--- src/rtl/arith_pkg.sv ---
// Shared types and constants for the arbitrated saturating arithmetic unit.
package arith_pkg;

   localparam int unsigned DATA_W = 16;
   localparam int unsigned SEL_W  = 2;

   typedef enum logic [1:0] {
      ST_IDLE = 2'd0,
      ST_EXEC = 2'd1,
      ST_RESP = 2'd2
   } state_e;

   localparam logic [SEL_W-1:0] OP_ADD    = 2'b00;
   localparam logic [SEL_W-1:0] OP_PADDSB = 2'b01;
   localparam logic [SEL_W-1:0] OP_SUB    = 2'b10;

endpackage

--- src/rtl/rr_arb2.sv ---
// Combinational two-way round-robin grant: on a tie the requester that was
// not granted last time wins.
module rr_arb2 (
   input  logic valid0,
   input  logic valid1,
   input  logic last_grant,
   output logic gnt0,
   output logic gnt1,
   output logic gnt_id
);

   always_comb begin
      gnt0   = valid0 & (~valid1 | last_grant);
      gnt1   = valid1 & (~valid0 | ~last_grant);
      gnt_id = gnt1;
   end

endmodule

--- src/rtl/arith_arbiter.sv ---
// Round-robin front end sharing one combinational arithmetic unit between two
// requesters: grant, execute for one cycle, then hold the tagged response.
module arith_arbiter #(
   parameter int unsigned DATA_W = arith_pkg::DATA_W,
   parameter int unsigned SEL_W  = arith_pkg::SEL_W
) (
   input  logic              clk,
   input  logic              rst_n,
   input  logic              req0_valid,
   output logic              req0_ready,
   input  logic [DATA_W-1:0] req0_a,
   input  logic [DATA_W-1:0] req0_b,
   input  logic [SEL_W-1:0]  req0_sel,
   input  logic              req1_valid,
   output logic              req1_ready,
   input  logic [DATA_W-1:0] req1_a,
   input  logic [DATA_W-1:0] req1_b,
   input  logic [SEL_W-1:0]  req1_sel,
   output logic [DATA_W-1:0] alu_a,
   output logic [DATA_W-1:0] alu_b,
   output logic [SEL_W-1:0]  alu_sel,
   input  logic [DATA_W-1:0] alu_out,
   input  logic              alu_v,
   input  logic              alu_n,
   input  logic              alu_z,
   output logic              rsp_valid,
   input  logic              rsp_ready,
   output logic              rsp_id,
   output logic [DATA_W-1:0] rsp_data,
   output logic              rsp_v,
   output logic              rsp_n,
   output logic              rsp_z
);

   import arith_pkg::*;

   state_e            state_q, state_d;
   logic              last_grant_q, last_grant_d;
   logic              pend_id_q, pend_id_d;
   logic [DATA_W-1:0] alu_a_q, alu_a_d;
   logic [DATA_W-1:0] alu_b_q, alu_b_d;
   logic [SEL_W-1:0]  alu_sel_q, alu_sel_d;
   logic              rsp_valid_q, rsp_valid_d;
   logic              rsp_id_q, rsp_id_d;
   logic [DATA_W-1:0] rsp_data_q, rsp_data_d;
   logic              rsp_v_q, rsp_v_d;
   logic              rsp_n_q, rsp_n_d;
   logic              rsp_z_q, rsp_z_d;

   logic gnt0, gnt1, gnt_id;
   logic idle;

   rr_arb2 u_rr_arb2 (
      .valid0     (req0_valid),
      .valid1     (req1_valid),
      .last_grant (last_grant_q),
      .gnt0       (gnt0),
      .gnt1       (gnt1),
      .gnt_id     (gnt_id)
   );

   assign idle = (state_q == ST_IDLE);

   // Gated by rst_n so every output reads 0 while reset is held.
   assign req0_ready = rst_n & idle & gnt0;
   assign req1_ready = rst_n & idle & gnt1;

   always_comb begin
      state_d      = state_q;
      last_grant_d = last_grant_q;
      pend_id_d    = pend_id_q;
      alu_a_d      = alu_a_q;
      alu_b_d      = alu_b_q;
      alu_sel_d    = alu_sel_q;
      rsp_valid_d  = rsp_valid_q;
      rsp_id_d     = rsp_id_q;
      rsp_data_d   = rsp_data_q;
      rsp_v_d      = rsp_v_q;
      rsp_n_d      = rsp_n_q;
      rsp_z_d      = rsp_z_q;
      case (state_q)
         ST_IDLE: begin
            if (gnt0 || gnt1) begin
               alu_a_d      = gnt1 ? req1_a   : req0_a;
               alu_b_d      = gnt1 ? req1_b   : req0_b;
               alu_sel_d    = gnt1 ? req1_sel : req0_sel;
               pend_id_d    = gnt_id;
               last_grant_d = gnt_id;
               state_d      = ST_EXEC;
            end
         end
         ST_EXEC: begin
            rsp_data_d  = alu_out;
            rsp_v_d     = alu_v;
            rsp_n_d     = alu_n;
            rsp_z_d     = alu_z;
            rsp_id_d    = pend_id_q;
            rsp_valid_d = 1'b1;
            state_d     = ST_RESP;
         end
         ST_RESP: begin
            if (rsp_valid_q && rsp_ready) begin
               rsp_valid_d = 1'b0;
               state_d     = ST_IDLE;
            end
         end
         default: begin
            rsp_valid_d = 1'b0;
            state_d     = ST_IDLE;
         end
      endcase
   end

   always_ff @(posedge clk or negedge rst_n) begin
      if (!rst_n) begin
         state_q      <= ST_IDLE;
         last_grant_q <= 1'b1;
         pend_id_q    <= 1'b0;
         alu_a_q      <= '0;
         alu_b_q      <= '0;
         alu_sel_q    <= '0;
         rsp_valid_q  <= 1'b0;
         rsp_id_q     <= 1'b0;
         rsp_data_q   <= '0;
         rsp_v_q      <= 1'b0;
         rsp_n_q      <= 1'b0;
         rsp_z_q      <= 1'b0;
      end else begin
         state_q      <= state_d;
         last_grant_q <= last_grant_d;
         pend_id_q    <= pend_id_d;
         alu_a_q      <= alu_a_d;
         alu_b_q      <= alu_b_d;
         alu_sel_q    <= alu_sel_d;
         rsp_valid_q  <= rsp_valid_d;
         rsp_id_q     <= rsp_id_d;
         rsp_data_q   <= rsp_data_d;
         rsp_v_q      <= rsp_v_d;
         rsp_n_q      <= rsp_n_d;
         rsp_z_q      <= rsp_z_d;
      end
   end

   assign alu_a     = alu_a_q;
   assign alu_b     = alu_b_q;
   assign alu_sel   = alu_sel_q;
   assign rsp_valid = rsp_valid_q;
   assign rsp_id    = rsp_id_q;
   assign rsp_data  = rsp_data_q;
   assign rsp_v     = rsp_v_q;
   assign rsp_n     = rsp_n_q;
   assign rsp_z     = rsp_z_q;

endmodule

--- config.mk ---
export PLATFORM = sky130hd
export DESIGN_NAME = arith_arbiter
export DESIGN_NICKNAME = d
export VERILOG_FILES = /design/src/rtl/arith_pkg.sv /design/src/rtl/rr_arb2.sv /design/src/rtl/arith_arbiter.sv
export SDC_FILE = /design/constraint.sdc
export NUM_CORES = 1
export LEC_CHECK = 0
export ABC_AREA = 1
export CAP_MARGIN = 20
export CORE_MARGIN = 2
export CORE_UTILIZATION = 36
export DETAILED_ROUTE_END_ITERATION = 6
export PLACE_DENSITY_LB_ADDON = 0.08
export SYNTH_ARGS = -nofsm -noshare
export SYNTH_HDL_FRONTEND = slang
export SYNTH_SLANG_ARGS = --single-unit
export TNS_END_PERCENT = 5
--- constraint.sdc ---
create_clock -name clk -period 1.27 [get_ports clk]
set_clock_uncertainty 0.15 [all_clocks]
set_input_delay 0.1905 -clock clk [delete_from_list [all_inputs] [get_ports clk]]
set_output_delay 0.1905 -clock clk [all_outputs]
set_load 0.01 [all_outputs]
# After elaboration in Yosys (flattened, before gate mapping)
# Cells that the tools add are included.
# totals
output_inout_bits	57
inputBits	92
elab_cells	41
register_bits	59
# op_classes
n_mux	8
n_reduce_logical	6
eq_ne	4
bitwise	11
# ops
op	count
$mux 16	2
$mux 2	3
$pmux 2 s3	1
$reduce_and 2->1	3
$and 1x1->1	5
$not 1->1	4
$pmux 1 s3	1
$eq 2x1->1 const B	1
$eq 2x2->1 const B	1
$logic_not 2->1	1
$ne 2x1->1 const B	1
$ne 2x2->1 const B	1
$or 1x1->1	2
$logic_and 1x1->1	1
$logic_or 1x1->1	1
$mux 1	1

# Longest topological paths before layout
# Gate-level depths: netlist of run 1.
# depth
word_depth	6
depth_mapped	7
ltp_nobuf	6

# By module
# From an unflattened synthesis of run 1, not the netlist that was laid out.
# unflattened
cells_unflattened	371
hier_area_um2	2773.9
# by_module_without_submodules
module	area_per_inst_um2	seq_area_each_um2	cells_each	n_inst
arith_arbiter	2738.9	1477.7	366	1
rr_arb2	35.0	0.0	5	1

# Least setup slack after synthesis of run 1
# No wires, ideal clock.
# synth_timing
path_kind	flip-flop to output port
startpoint	reg last_grant_q
endpoint	out req1_ready
path_slack_ns	-0.044
stages_incl_launch_ff	5
path_buffers	1
required_time_ns	0.929
t_arrival_ns	0.974
path_cell_list	dfstp_2 -> nand2_2 -> buf_2 -> nand4_1 -> nor2_1
# synth_via
elab_chain_cells	4
# synth_lines
element	line_no	text
start, declared	arith_arbiter.sv:38	logic last_grant_q, last_grant_d;
start signal, assigned	arith_arbiter.sv:130	last_grant_q <= last_grant_d;
$not 1->1	rr_arb2.sv:14	gnt1 = valid1 & (~valid0 | ~last_grant);
$or 1x1->1	rr_arb2.sv:14	
$and 1x1->1	rr_arb2.sv:14	
$and 1x1->1	arith_arbiter.sv:66	assign req1_ready = rst_n & idle & gnt1;
end, declared	arith_arbiter.sv:15	output logic req1_ready,
# No other way between the ends.

# Worst setup path in the final report of run 1
# Same ends and word-level chain as after synthesis.

==> impl_metrics.py, run 1 <==
metrics = {
    "timing": {
        "setup_ws_ns": -0.371,
        "rsz0062_at_grt": "true",
        "tightestPinTransition_ns": 0.746,
        "hold_violations": 58,
        "hold_slack_ns": -0.119,
        "period_needed_ns": 1.64,
        "relSlewSlack": 0.503,
        "min_period_over_period": 1.29,
        "tns_ns": -7.67,
        "drv_slew": 0,
        "finalSetupViolCount": 38,
        "fmax_ghz": 0.609,
    },
    "detailed_routing": {
        "drt-wirelength-per-cell_um": 12.3,
        "ant_nets": 0,
        "drtPass1Iterations": 5,
        "drt_iter0_markers": 82,
        "detailroute.via_count": 3055,
        "wl_um": 8270,
        "drc": 0,
        "via_per_inst": 4.53,
    },
    "global_routing": {
        "grt_overflow": 0,
        "antenna_found_initial": 0,
        "grt_max_degree": 60,
        "grt_pass1_wl_um": 13100,
        "first_global_vias": 2790,
        "track_usage": 0.189,
    },
    "synthesis": {
        "ys_warn_count": 0,
        "synthSimpleGateAreaFrac": 0.357,
        "synth_fa_ha_area_frac": 0,
        "ys_ff_latch": 59,
        "netlist_area_um2": 2950,
        "synth.avg_cell_area_um2": 7.34,
        "syn_nets": 494,
        "muxShareOfSynthArea": 0,
        "synth_compound_area_frac": 0.00679,
        "seq_area_frac_synth": 0.501,
        "synth_top_family_by_area": "simple AND/OR/NAND/NOR gates",
        "synth_cell_types": 19,
        "synth_xor_area_frac": 0,
        "synth_cells": 402,
    },
    "die": {
        "dieArea_um2": 8930,
        "die_w_um": 94.5,
        "rows": 33,
        "start_util": 0.364,
        "ioPinCount": 149,
        "core-area_um2": 8090,
        "chipHeight_um": 94.5,
    },
    "worst_setup_path": {
        "critPathSlowestCell": "dfstp_2",
        "r2r_cells": 8,
        "cp_slowest_stage_delay_ns": 0.56,
        "critical_path_class": "flip-flop to primary output",
        "crit_fanout": 2,
        "worstPathRequired_ns": 0.93,
        "arrival_ns": 1.30,
        "crit_path_end_kind": "primary output",
        "r2r-start": "state_q[1]",
        "reg2reg_slack_ns": -0.23,
        "crit_path_start_kind": "flip-flop",
        "cp.depth": 5,
        "path_cells": "buf_12, nand2_4, nand4_1, nor2_2, buf_2",
        "path_delay_family": "flip-flops",
        "reg2reg_to": "alu_a[7]",
        "crit_buf_inv": 2,
    },
    "run_status": {
        "status": "finished with violations",
        "violations": "negative hold slack, negative setup slack",
    },
    "clock_tree": {
        "cts.htree.levels": 3,
        "clock_latency_ns": 0.33,
        "cts.sinks": 59,
        "clkSlewWorstSetupHoldPaths_ns": 0.07,
        "clk_root_buffer_cell": "clkbuf_8",
        "cts_buffers": 9,
        "post-cts-setup-buffer-count": 0,
        "clk_path_buf_depth": 2,
        "tritoncts": "yes",
    },
    "placed_design": {
        "dp_hpwl_um": 5940,
        "post-place-cells": 658,
        "gp_congestion": 0.835,
        "pre_cts_slack_ns": -0.605,
        "io_buffers": 148,
    },
    "finish": {
        "syn2layout_area_growth_pct": 60.6,
        "n_fill_cell": 816,
        "num-nets-final": 656,
        "fin_cells": 674,
        "insertedDiodeCount": 0,
        "drive_gt1_frac": 0.223,
        "multi_input_area_um2": 1160,
        "final-seq-area_um2": 1480,
    },
    "power": {
        "total_power_mw": 10.1,
        "p_per_area_nw_per_um2": 2130,
        "irDropWorstVdd_uv": 863,
        "leakage_nw": 2.62,
    },
    "hold_path": {
        "hold_path_class": "primary input to async pin",
    },
    "run": {
        "cap_violations": 0,
    },
}
[cell usage after synthesis (all sizes together)]
cell type / n / area share
a21oi: 1 / 0.0017
buf: 20 / 0.038
clkbuf: 2 / 0.0025
dfrtp: 58 / 0.49
dfstp: 1 / 0.0089
inv: 74 / 0.095
nand2: 149 / 0.19
nand3: 88 / 0.15
nand4: 1 / 0.0021
nor2: 4 / 0.011
nor3: 1 / 0.0017
o21ai: 3 / 0.0051
[how the worst max path moves through the flow]
stage                            start         end
final                     last_grant_q  req1_ready
after global routing      last_grant_q  req0_ready
after CTS                 last_grant_q  req1_ready
after detailed placement    req0_valid  req0_ready
after global placement      req0_valid  req0_ready
after floorplan             state_q[1]    alu_a[0]
[cell usage in the layout (no fill, tap or decap)]
cell type	n
buf_12	6
nor2_2	2
buf_4	11
nand3_2	5
o21ai_2	1
inv_2	2
dfrtp_1	58
inv_1	71
clkinv_2	1
nand2_4	2
nand2_8	1
buf_2	58
clkbuf_8	10
nand2_1	134
dfstp_2	1
nor3_1	1
bufinv_16	1
inv_4	1
o21ai_0	2
nand3_1	83
nor2_1	1
clkdlybuf4s50_1	90
buf_6	7
clkinvlp_4	4
nand2_2	12
nand4_1	1
buf_8	1
a21oi_1	1
nor2_8	1
[cell families after synthesis]
family	count (synthesis)
buffers and inverters	96
AOI/OAI and AO/OA	4
and+or+nand+nor	243
DFF	59
[per-stage QoR]
stage               area [µm²]  hold WS (ns)   util
global route              4740       -0.0359  0.585
global placement          4710         0.288  0.582
CTS                       4640       -0.0798  0.574
finish                    4740        -0.119  0.585
floorplan                 2970        -0.255      -
detailed placement        4710         0.280  0.582
[layout make-up]
cell class,count,area share
repair buffers,173,0.314
flip-flops and latches,59,0.312
multi-input cells,247,0.244
inverters,74,0.0592
clock buffers,10,0.0291
well taps,105,0.0277
clock inverters,6,0.0137
[per-layer routing]
metal  GRT usage  vias to the layer above  part of all wire
li1            -                     1546                 -
met1       0.238                     1388              0.43
met2       0.309                      109              0.48
met3      0.0471                       12             0.077
met4      0.0785                        0             0.020
met5           0                        -                 0
[sequential cells by signal (all words and copies together) (netlist names)]
signal / count
rsp_v: 1
alu_a: 16
pend_id_q: 1
rsp_id: 1
rsp_valid: 1
state_q: 2
alu_b: 16
last_grant_q: 1
alu_sel: 2
rsp_n: 1
rsp_data: 16
rsp_z: 1
[power by group]
part	total [mW]	leakage (nW)	switching (mW)	internal [mW]
sequential	3.36	0.718	0.509	2.85
combinational	5.00	1.82	2.75	2.24
clock	1.73	0.0905	0.771	0.955
[timing repair]
action,in CTS,in global routing
hold endpoints to repair,58,58
pin swaps,1,1
gates resized for setup,232,26
gates cloned,0,0
setup endpoints to repair,113,58
Note: power is estimated with default switching activity, not from simulation.
==> run 2, diff against run 1 <==
CORE_MARGIN = 1   (was 2)
==> impl_metrics.py, run 2 (synthesized netlist as in run 1, its figures left out) <==
metrics = {
    "detailed_routing": {
        "ant_nets": 0,
        "drtPass1Iterations": 4,
        "drc": 0,
        "drt_iter0_markers": 91,
        "wl_um": 8840,
        "detailroute.via_count": 3099,
        "drt-wirelength-per-cell_um": 13.0,
        "via_per_inst": 4.56,
    },
    "finish": {
        "num-nets-final": 665,
        "final_cell_mix": "138 x nand2_1, 89 x clkdlybuf4s50_1, 85 x nand3_1",
        "insertedDiodeCount": 0,
        "final_common_cell": "nand2_1",
        "syn2layout_area_growth_pct": 66.1,
        "drive_gt1_frac": 0.225,
        "fin_cells": 680,
        "design_area_um2": 4900,
    },
    "timing": {
        "tightestPinTransition_ns": 0.753,
        "hold_violations": 58,
        "finalSetupViolCount": 52,
        "drv_slew": 0,
        "period_needed_ns": 1.65,
        "min_period_over_period": 1.30,
        "setup_ws_ns": -0.384,
        "hold_slack_ns": -0.131,
        "relSlewSlack": 0.498,
        "rsz0062_at_grt": "true",
        "fmax_ghz": 0.605,
    },
    "placed_design": {
        "io_buffers": 148,
        "pre_cts_slack_ns": -0.649,
        "gp_congestion": 0.833,
        "placed_area_um2": 4670,
        "post-place-cells": 652,
        "dp_hpwl_um": 5770,
    },
    "die": {
        "rows": 32,
        "dieArea_um2": 8560,
        "chipHeight_um": 92.5,
        "core-area_um2": 7810,
        "die_w_um": 92.5,
        "start_util": 0.378,
        "ioPinCount": 149,
    },
    "worst_setup_path": {
        "arrival_ns": 1.31,
        "crit_fanout": 3,
        "critPathSlowestCell": "dfstp_2",
        "crit_path_end_kind": "primary output",
        "crit_path_start_kind": "flip-flop",
        "path_cells": "o21ai_1, nor3_1, buf_2",
        "cp_slowest_stage_delay_ns": 0.59,
        "worstPathRequired_ns": 0.93,
        "critical_path_class": "flip-flop to primary output",
    },
    "clock_tree": {
        "clk_root_buffer_cell": "clkbuf_8",
        "cts.sinks": 59,
        "tritoncts": "yes",
        "clkSlewWorstSetupHoldPaths_ns": 0.07,
        "clk_path_buf_depth": 2,
        "cts_buffers": 9,
        "cts.htree.levels": 3,
        "clock_latency_ns": 0.33,
    },
    "run_status": {
        "status": "finished with violations",
        "violations": "negative hold slack, negative setup slack",
    },
    "power": {
        "p_switching_mw": 4.07,
        "pwr-share-seq": 0.308,
        "intPower_mw": 6.74,
        "pwr-share-comb": 0.499,
        "swShare": 0.376,
        "clockPowerShare": 0.193,
        "irDropWorstVdd_uv": 913,
        "leakage_nw": 2.74,
        "p_per_area_nw_per_um2": 2210,
    },
    "global_routing": {
        "track_usage": 0.212,
        "first_global_vias": 2852,
        "grt_overflow": 0,
        "grt_max_degree": 60,
        "antenna_found_initial": 0,
        "grt_pass1_wl_um": 14000,
    },
    "hold_path": {
        "hold_path_class": "primary input to async pin",
    },
    "run": {
        "cap_violations": 0,
    },
}
[run 2: cell types whose count changed in the layout (fill, tap and decap cells not counted), moves of 2 or more]
cell        before  now
buf_16           0    3
nand2_1        134  138
nand2_2         12    8
bufinv_16        1    3
buf_4           11   17
clkinvlp_4       4    0
nand3_2          5    3
nand3_1         83   85
[run 2: layout make-up]
| type | instances | area [µm²] |
|---|---|---|
| timing repair buffer | 182 | 1630 |
| tap | 102 | 128 |
| clock inverter | 5 | 100 |
| multi-input combinational | 247 | 1140 |
| sequential | 59 | 1480 |
| clock buffer | 11 | 141 |
| fill | 768 | 2910 |
| inverter | 74 | 283 |
[run 2: timing repair]
item / 4_1_cts / 5_1_grt
cloned: 4 / 0
pin swaps: 2 / 1
setup endpoints to repair: 111 / 60
endpoints found under the hold margin: 58 / 58
gates resized for setup: 253 / 6
buffers inserted: 6 / 3
[run 2: through the flow]
stage          TNS, ns   util  power [mW]  hold WS, ns
5_1_grt         -11.87  0.627        11.6      -0.0786
2_1_floorplan  -0.0401      -        5.86       -0.255
3_5_place_dp    -20.57  0.598        8.96        0.264
6_report         -8.50  0.627        10.8       -0.131
4_1_cts          -8.16  0.621        10.7       -0.104
3_3_place_gp    -19.24  0.598        8.87        0.266
[run 2: power groups by stage]
| stage | clock [mW] | sequential [mW] | combinational (mW) |
|---|---|---|---|
| floorplan | 0 | 3.78 | 2.09 |
| global placement | 0 | 3.35 | 5.52 |
| detailed placement | 0 | 3.38 | 5.59 |
| CTS | 2.13 | 3.32 | 5.29 |
| global route | 2.23 | 3.44 | 5.92 |
| finish | 2.08 | 3.32 | 5.40 |
[run 2: worst paths after layout]
check | startpoint | endpoint | slack [ns] | cells after the start
hold / removal | rst_n | rsp_data[5] | -0.13 | 2
setup / recovery | last_grant_q | req0_ready | -0.38 | 3
setup reg to reg | state_q[1] | alu_b[4] | -0.23 | 8
max in group asynchronous | rst_n | alu_b[3] | 0.59 | 2
min in group clk | req1_valid | last_grant_q | 0.14 | 4
hold reg to reg | rsp_data[4] | rsp_data[4] | 0.32 | 2
[run 2: worst max-delay path: cells and delay by family, from the launching register on]
family                 cells  cell delay [ns]
DFF                        1             0.59
buffers and inverters      1             0.17
AOI/OAI and AO/OA          1             0.08
and+or+nand+nor            1             0.15
[run 2: per-layer routing]
metal / routed length (µm) / vias up / global-route usage
li1: - / 1562 / -
met4: 106 / 0 / 0.0703
met5: 0 / - / 0
met2: 4200 / 108 / 0.343
met1: 3910 / 1421 / 0.273
met3: 626 / 8 / 0.0608
